## config.mk

```make
export PLATFORM = sky130hd
export DESIGN_NAME = phy_tx_link_ctrl
export DESIGN_NICKNAME = d
export VERILOG_FILES = /design/src/rtl/phy_tx_link_ctrl.sv
export SDC_FILE = /design/constraint.sdc
export NUM_CORES = 1
export LEC_CHECK = 0
export ABC_AREA = 0
export CORE_MARGIN = 4
export CORE_UTILIZATION = 25
export CTS_CLUSTER_SIZE = 16
export DETAILED_ROUTE_END_ITERATION = 12
export RECOVER_POWER = 50
export SLEW_MARGIN = 20
export SYNTH_ARGS = -nofsm -noshare
export SYNTH_HDL_FRONTEND = slang
export SYNTH_SLANG_ARGS = --single-unit
export TNS_END_PERCENT = 50
```

## constraint.sdc

```tcl
create_clock -name i_clk_4f -period 3.33 [get_ports i_clk_4f]
set_clock_uncertainty 0.1 [all_clocks]
set_input_delay 0.666 -clock i_clk_4f [delete_from_list [all_inputs] [get_ports i_clk_4f]]
set_output_delay 0.666 -clock i_clk_4f [all_outputs]
set_load 0.005 [all_outputs]
```

## src/rtl/phy_tx_link_ctrl.sv

```systemverilog
// Link bring-up sequencer: locks after SYNC_COUNT consecutive commas and drops lock on strobe timeout or resync.
// All outputs are registered and update one cycle after the deciding strobe. There is no backpressure: every strobe is consumed.
module phy_tx_link_ctrl #(
   parameter int unsigned SYNC_COUNT = 4,
   parameter logic [7:0]  COM_SYM    = 8'hBC,
   parameter logic [7:0]  IDL_SYM    = 8'h7C,
   parameter int unsigned TIMEOUT    = 32
) (
   input  logic       i_clk_4f,
   input  logic       i_reset,
   input  logic [7:0] i_rx_byte,
   input  logic       i_rx_byte_valid,
   input  logic       i_force_resync,
   output logic       o_active,
   output logic       o_idle_out,
   output logic       o_send_com,
   output logic [1:0] o_state_out,
   output logic [2:0] o_com_cnt,
   output logic [7:0] o_resync_cnt
);

   typedef enum logic [1:0] {
      ST_SEARCH = 2'b00,
      ST_LOCKED = 2'b01,
      ST_IDLE   = 2'b10,
      ST_UNUSED = 2'b11
   } state_t;

   localparam logic [2:0] SYNC_LAST  = 3'(SYNC_COUNT - 1);
   localparam logic [5:0] TIMER_LAST = 6'(TIMEOUT - 1);

   state_t     r_state;
   state_t     w_state_nxt;
   logic [2:0] r_com_cnt;
   logic [2:0] w_com_cnt_nxt;
   logic [5:0] r_timer;
   logic [5:0] w_timer_nxt;
   logic [7:0] r_resync_cnt;
   logic       r_active;
   logic       r_idle_out;
   logic       r_send_com;
   logic       w_loss;
   logic       w_locked_nxt;

   always_comb begin
      w_state_nxt   = r_state;
      w_com_cnt_nxt = r_com_cnt;
      w_timer_nxt   = r_timer;
      w_loss        = 1'b0;
      case (r_state)
         ST_SEARCH: begin
            w_timer_nxt = '0;
            if (i_force_resync) begin
               w_com_cnt_nxt = '0;
            end else if (i_rx_byte_valid) begin
               if (i_rx_byte == COM_SYM) begin
                  if (r_com_cnt == SYNC_LAST) begin
                     w_state_nxt   = ST_LOCKED;
                     w_com_cnt_nxt = '0;
                  end else begin
                     w_com_cnt_nxt = r_com_cnt + 3'd1;
                  end
               end else begin
                  w_com_cnt_nxt = '0;
               end
            end
         end
         ST_LOCKED, ST_IDLE: begin
            w_com_cnt_nxt = '0;
            // A strobe on the last timer cycle counts as arrival, so it is tested before expiry.
            if (i_force_resync) begin
               w_state_nxt = ST_SEARCH;
               w_timer_nxt = '0;
               w_loss      = 1'b1;
            end else if (i_rx_byte_valid) begin
               w_timer_nxt = '0;
               w_state_nxt = (i_rx_byte == IDL_SYM) ? ST_IDLE : ST_LOCKED;
            end else if (r_timer == TIMER_LAST) begin
               w_state_nxt = ST_SEARCH;
               w_timer_nxt = '0;
               w_loss      = 1'b1;
            end else begin
               w_timer_nxt = r_timer + 6'd1;
            end
         end
         default: begin
            w_state_nxt   = ST_SEARCH;
            w_com_cnt_nxt = '0;
            w_timer_nxt   = '0;
         end
      endcase
   end

   assign w_locked_nxt = (w_state_nxt == ST_LOCKED) || (w_state_nxt == ST_IDLE);

   always_ff @(posedge i_clk_4f) begin
      if (i_reset) begin
         r_state      <= ST_SEARCH;
         r_com_cnt    <= '0;
         r_timer      <= '0;
         r_resync_cnt <= '0;
         r_active     <= 1'b0;
         r_idle_out   <= 1'b0;
         r_send_com   <= 1'b1;
      end else begin
         r_state    <= w_state_nxt;
         r_com_cnt  <= w_com_cnt_nxt;
         r_timer    <= w_timer_nxt;
         r_active   <= w_locked_nxt;
         r_idle_out <= (w_state_nxt == ST_IDLE);
         r_send_com <= ~w_locked_nxt;
         if (w_loss && (r_resync_cnt != 8'hFF)) begin
            r_resync_cnt <= r_resync_cnt + 8'd1;
         end
      end
   end

   assign o_active     = r_active;
   assign o_idle_out   = r_idle_out;
   assign o_send_com   = r_send_com;
   assign o_state_out  = r_state;
   assign o_com_cnt    = r_com_cnt;
   assign o_resync_cnt = r_resync_cnt;

endmodule

```

Yosys cells after proc, flatten, opt, wreduce, memory -nomap -nowiden
Cells that the tools add are included.
{ "word_totals": {"n_memories": 0, "latchBits": 0, "rom_bits": 0, "ramBits": 0, "output_inout_bits": 16, "elab_cells": 43, "register_bits": 22} }
{ "classes": {"eq_ne": 9, "n_addsub": 3, "n_bitwise": 3, "n_mul": 0, "reduce_logical": 6, "n_div": 0, "n_shift": 0, "muxes": 15, "order_cmp": 0} }
{ "op_table": {"columns": ["op", "count"], "rows": [
  ["two-way mux 2 bit", 8],
  ["adder 8 x 1 -> 8 bit, second input constant", 1],
  ["equality test 8 x 7 -> 1 bit, second input constant", 1],
  ["equality test 8 bit, second input constant", 1],
  ["inequality test 8 bit, second input constant", 1],
  ["adder 6 x 1 -> 6 bit, second input constant", 1],
  ["equality test 6 x 5 -> 1 bit, second input constant", 1],
  ["two-way mux 3 bit", 2],
  ["OR reduction 5 bit", 1],
  ["equality test 2 x 1 -> 1 bit, second input constant", 2],
  ["equality test 2 bit, second input constant", 2],
  ["two-way mux 1 bit", 4],
  ["case mux 2 bit (2 select lines)", 1],
  ["adder 3 x 1 -> 3 bit, second input constant", 1],
  ["equality test 3 x 2 -> 1 bit, second input constant", 1],
  ["NOT 1 bit", 3],
  ["OR reduction 3 bit", 1],
  ["logical NOT 2 bit", 1],
  ["OR reduction 2 bit", 1],
  ["logical AND 1 bit", 1],
  ["logical OR 1 bit", 1]
]} }

Depth between registers and ports, before layout
{ "logic_depth": {"depth_word": 9, "ltp_mapped": 9, "depth_no_buf": 9} }

Least setup slack after synthesis
No wires, ideal clock.
{ "synth_timing": {"kind": "input port to flip-flop", "from": "input port i_rx_byte_valid", "to": "register r_send_com (netlist: o_send_com)", "arrival_time_ns": 2.165, "setup_time_ns": 0.127, "t_required_ns": 3.103, "path_buffers": 1, "path_stages": 7, "path_slack_ns": 0.938, "path_cell_list": "clkbuf_1 > nor4bb_1 > a31oi_1 > a221oi_1 > nor2_1 > ha_1 > or2_2"} }
{ "synth_via": {"elab_chain_len": 6} }
{ "synth_rtl": {"columns": ["element", "line", "rtl"], "rows": [
  ["start, declared", "12", "input logic i_rx_byte_valid,"],
  ["two-way mux 2 bit, on equally long branches", "75, 55", null],
  ["two-way mux 2 bit, on equally long branches", "71, 53", null],
  ["case mux 2 bit (2 select lines) (*)", "50", "case (r_state)"],
  ["net w_state_nxt[1]", "33", "state_t w_state_nxt;"],
  ["equality test 2 x 1 -> 1 bit / equality test 2 bit (equally long branches)", "94", "assign w_locked_nxt = (w_state_nxt == ST_LOCKED) || (w_state_nxt == ST_IDLE);"],
  ["logical OR 1 bit (*)", "94", null],
  ["NOT 1 bit (*)", "111", "r_send_com <= ~w_locked_nxt;"],
  ["end signal, assigned", "111", null],
  ["end, declared", "41", "logic r_send_com;"]
]} }
Mark *: on every way through the listed nets, which the timed path passes. The rest lies on a longest branch.
A chain may end at the register's enable or synchronous reset.

Final worst setup path
Same ends and word-level chain as after synthesis.

==> run metrics <==
number of fill cells 435; area share of the leading cell type in the synthesized netlist 40.0%; portion of the post-synthesis area used by sequential elements 40.0%; FP Rows 23; clock transition at the register clock pins on the worst setup and hold paths after CTS 70 ps; RSZ-0062 raised after global routing no; number of synthesized register bits 22; list of most frequent post-synthesis cells sky130_fd_sc_hd__dfxtp_1 (22), sky130_fd_sc_hd__nor2_1 (10), sky130_fd_sc_hd__inv_1 (9); category of the worst setup path launch point primary input; clock sink count 22; FF/Latch Area 440 µm²; Total Negative Setup Slacks 0 ps; Worst-Skew Late Latency 260 ps; Hold Buf Count CTS 0; part of the cycle the worst path needs 83.6%; number of antenna violations at the first check in global routing 0; Post-synth EDFFs 0; most common cell in the netlist sky130_fd_sc_hd__dfxtp_1; Worst R2R Start r_timer[0]; highest achievable clock rate 359 MHz; vertical die dimension 74.4 µm; highest ir drop seen on vdd 0.155 mV; pin count of the biggest net entering global routing 17; number of DRC markers after the initial detailed-route iteration 36; crit-path max cell delay 650 ps; top area cells in the synthesized netlist sky130_fd_sc_hd__dfxtp_1 (40%), sky130_fd_sc_hd__ha_1 (6.8%), sky130_fd_sc_hd__a21oi_1 (3.6%); first-pass GRT wire length 4.34 mm; HP Class flip-flop to flip-flop; area of placed instances 1420 µm²; detailed-router iteration count before antenna repair 4; antenna-violating nets left 0; cell type group with the largest total delay on the critical path simple AND/OR/NAND/NOR gates; antenna fix cells 0; P&R area growth vs syn 32.9%; summed area of non-filler cells in the final layout 1470 µm²; # nets final 171; Final Hold Fails 0; number of CTS-inserted buffers 3; min Tclk post-route 2780 ps; required arrival time at the worst endpoint 3370 ps; starting utilization of the core area 26.6%; leading register cell type out of synthesis sky130_fd_sc_hd__dfxtp_1; final-report setup violation count 0; final RePlAce weighted congestion 0.904; via density per instance 5.20; critical path start-end classification primary input to flip-flop; hold path cells 1; Power per Cell Area 303 nW/µm²; combined area of all synthesized cells 1100 µm²; buffers and inverters on the worst path 1; Critical Path AT 2830 ps; via count of the first global-routing pass 1,038; Final Routed Wirelength 2.55 mm; Tightest Pin Transition 580 ps; sort of element at the end of the critical path flip-flop; R2R Path End o_send_com; number of warnings reported in the yosys synthesis log 0; number of buffer cells added on primary ports 27; grt total ovfl 0; standby leakage power 0.537 nW; maximum number of buffers from clock root to sink 2; area of combinational cells with multiple inputs 609 µm²; width of the chip 74.4 µm; post-synthesis net count 142; critical path cell sequence clkdlybuf4s50_1, nor4bb_1, a31oi_1, a221oi_1, nor2_1, ha_1, or2_2; ratio of cells with drive above 1 in the final layout 5.96%; I/O pin total 28; Wirelength per Cell 12.7 µm; number of library cell types mapped by synthesis 42; status finished, final reports clean; max-slew violation count 0; synthesized instance count 124; cell accounting for the most synthesized area sky130_fd_sc_hd__dfxtp_1; Worst Reg2Reg Path Length in Cells 7; count of H-tree levels built during CTS 1; via count 1,045; hold path startpoint r_timer[0]; post-CTS repair timing setup buffer count 0; full die area 5540 µm²; global-route usage over all layers 9.94%; per-instance average area after synthesis 8.89 µm²; PostCTS Resize Cnt 0; slowest stage cell, crit path sky130_fd_sc_hd__clkdlybuf4s50_1; clock root buffer sky130_fd_sc_hd__clkbuf_8; # DRC 0; share of synthesized registers carrying an async set or reset 0%; number of max-capacitance violations reported 0; core box area 4140 µm²; setup slack of the worst register-to-register path 890 ps; end of the worst hold path r_timer[0]; Max Fanout on Critical Path 11; CTS tree done; Final HPWL DP 1.93 mm; tightest slew margin relative to the limit 61.2%
-- kinds of logic (layout without fill, tap and decap cells) --
family | Yosys count | in the layout | share of synthesized area [%]
AND/OR/NAND/NOR | 54 | 54 | 28.6
AO/OA/AOI/OAI | 23 | 23 | 14.6
flip-flops | 22 | 22 | 40.0
buffers and inverters | 13 | 40 | 4.77
adder cells (fa/ha/maj) | 6 | 6 | 6.81
XOR/XNOR | 4 | 4 | 3.18
multiplexers | 2 | 2 | 2.04
-- registers in the layout, indices dropped and copies added, names as in the netlist --
name and count:
o_send_com 1, o_active 1, o_com_cnt 3, r_timer 6, o_resync_cnt 8, o_state_out 2
o_idle_out 1
-- worst register-to-register path, cell delays in order, from the launching register on --
cell                       delay [ps]
sky130_fd_sc_hd__dfxtp_1          360
sky130_fd_sc_hd__ha_1             210
sky130_fd_sc_hd__nand3_2          110
sky130_fd_sc_hd__or3b_2           530
sky130_fd_sc_hd__a221oi_1         360
sky130_fd_sc_hd__nor2_1            90
sky130_fd_sc_hd__ha_1             270
sky130_fd_sc_hd__or2_2            300
-- cell usage in the layout (no fill, tap or decap), types with 2 or more instances in the layout --
master                             n
sky130_fd_sc_hd__or4_1             3
sky130_fd_sc_hd__nand2b_1          5
sky130_fd_sc_hd__nand2_1           7
sky130_fd_sc_hd__nor4bb_1          2
sky130_fd_sc_hd__ha_1              6
sky130_fd_sc_hd__clkdlybuf4s50_1  10
sky130_fd_sc_hd__a21oi_1           8
sky130_fd_sc_hd__nor2b_1           4
sky130_fd_sc_hd__dfxtp_1          22
sky130_fd_sc_hd__nand3_1           7
sky130_fd_sc_hd__nor2_1           10
sky130_fd_sc_hd__xor2_1            2
sky130_fd_sc_hd__nor3_1            3
sky130_fd_sc_hd__dlygate4sd3_1    17
sky130_fd_sc_hd__clkbuf_8          3
sky130_fd_sc_hd__o31ai_1           2
sky130_fd_sc_hd__inv_1             9
sky130_fd_sc_hd__o41ai_1           3
sky130_fd_sc_hd__xnor2_1           2
sky130_fd_sc_hd__nor4b_1           2
-- area by class of cell --
| class | instances | share of cell area (%) |
|---|---|---|
| well taps | 50 | 4.27 |
| inverters | 9 | 2.31 |
| multi-input cells | 89 | 41.6 |
| flip-flops and latches | 22 | 30.1 |
| repair buffers | 28 | 19.0 |
| clock buffers | 3 | 2.82 |
-- power breakdown --
part	leakage, nW	internal, mW	switching [mW]
combinational	0.338	0.0137	0.00908
sequential	0.177	0.263	0.00000966
clock	0.0216	0.0806	0.0783
total	0.537	0.357	0.0874
-- stage by stage --
stage / std cells / utilization, % / hold WS, ps / power, mW / setup WS, ps
floorplan: 124 / - / 318 / 0.276 / 938
global placement: 198 / 34.4 / 331 / 0.291 / 397
detailed placement: 198 / 34.4 / 364 / 0.292 / 301
CTS: 201 / 35.4 / 375 / 0.455 / 551
global route: 201 / 35.4 / 382 / 0.469 / 361
finish: 201 / 35.4 / 369 / 0.445 / 546
-- worst max path at each step --
stage / from / endpoint / cells past startpoint
after floorplan: i_rx_byte_valid / o_send_com / 7
after global placement: i_rx_byte_valid / o_send_com / 7
after detailed placement: i_rx_byte_valid / o_send_com / 7
after CTS: i_rx_byte_valid / o_active / 8
after global routing: i_rx_byte[4] / o_active / 8
final: i_rx_byte_valid / o_send_com / 7
-- routing by layer --
layer,GRT usage (%),part of all wire [%]
met5,0,0
met4,2.37,0.82
met3,2.84,5.0
met2,17.6,51
met1,11.9,43
(Power assumes the default switching activity.)
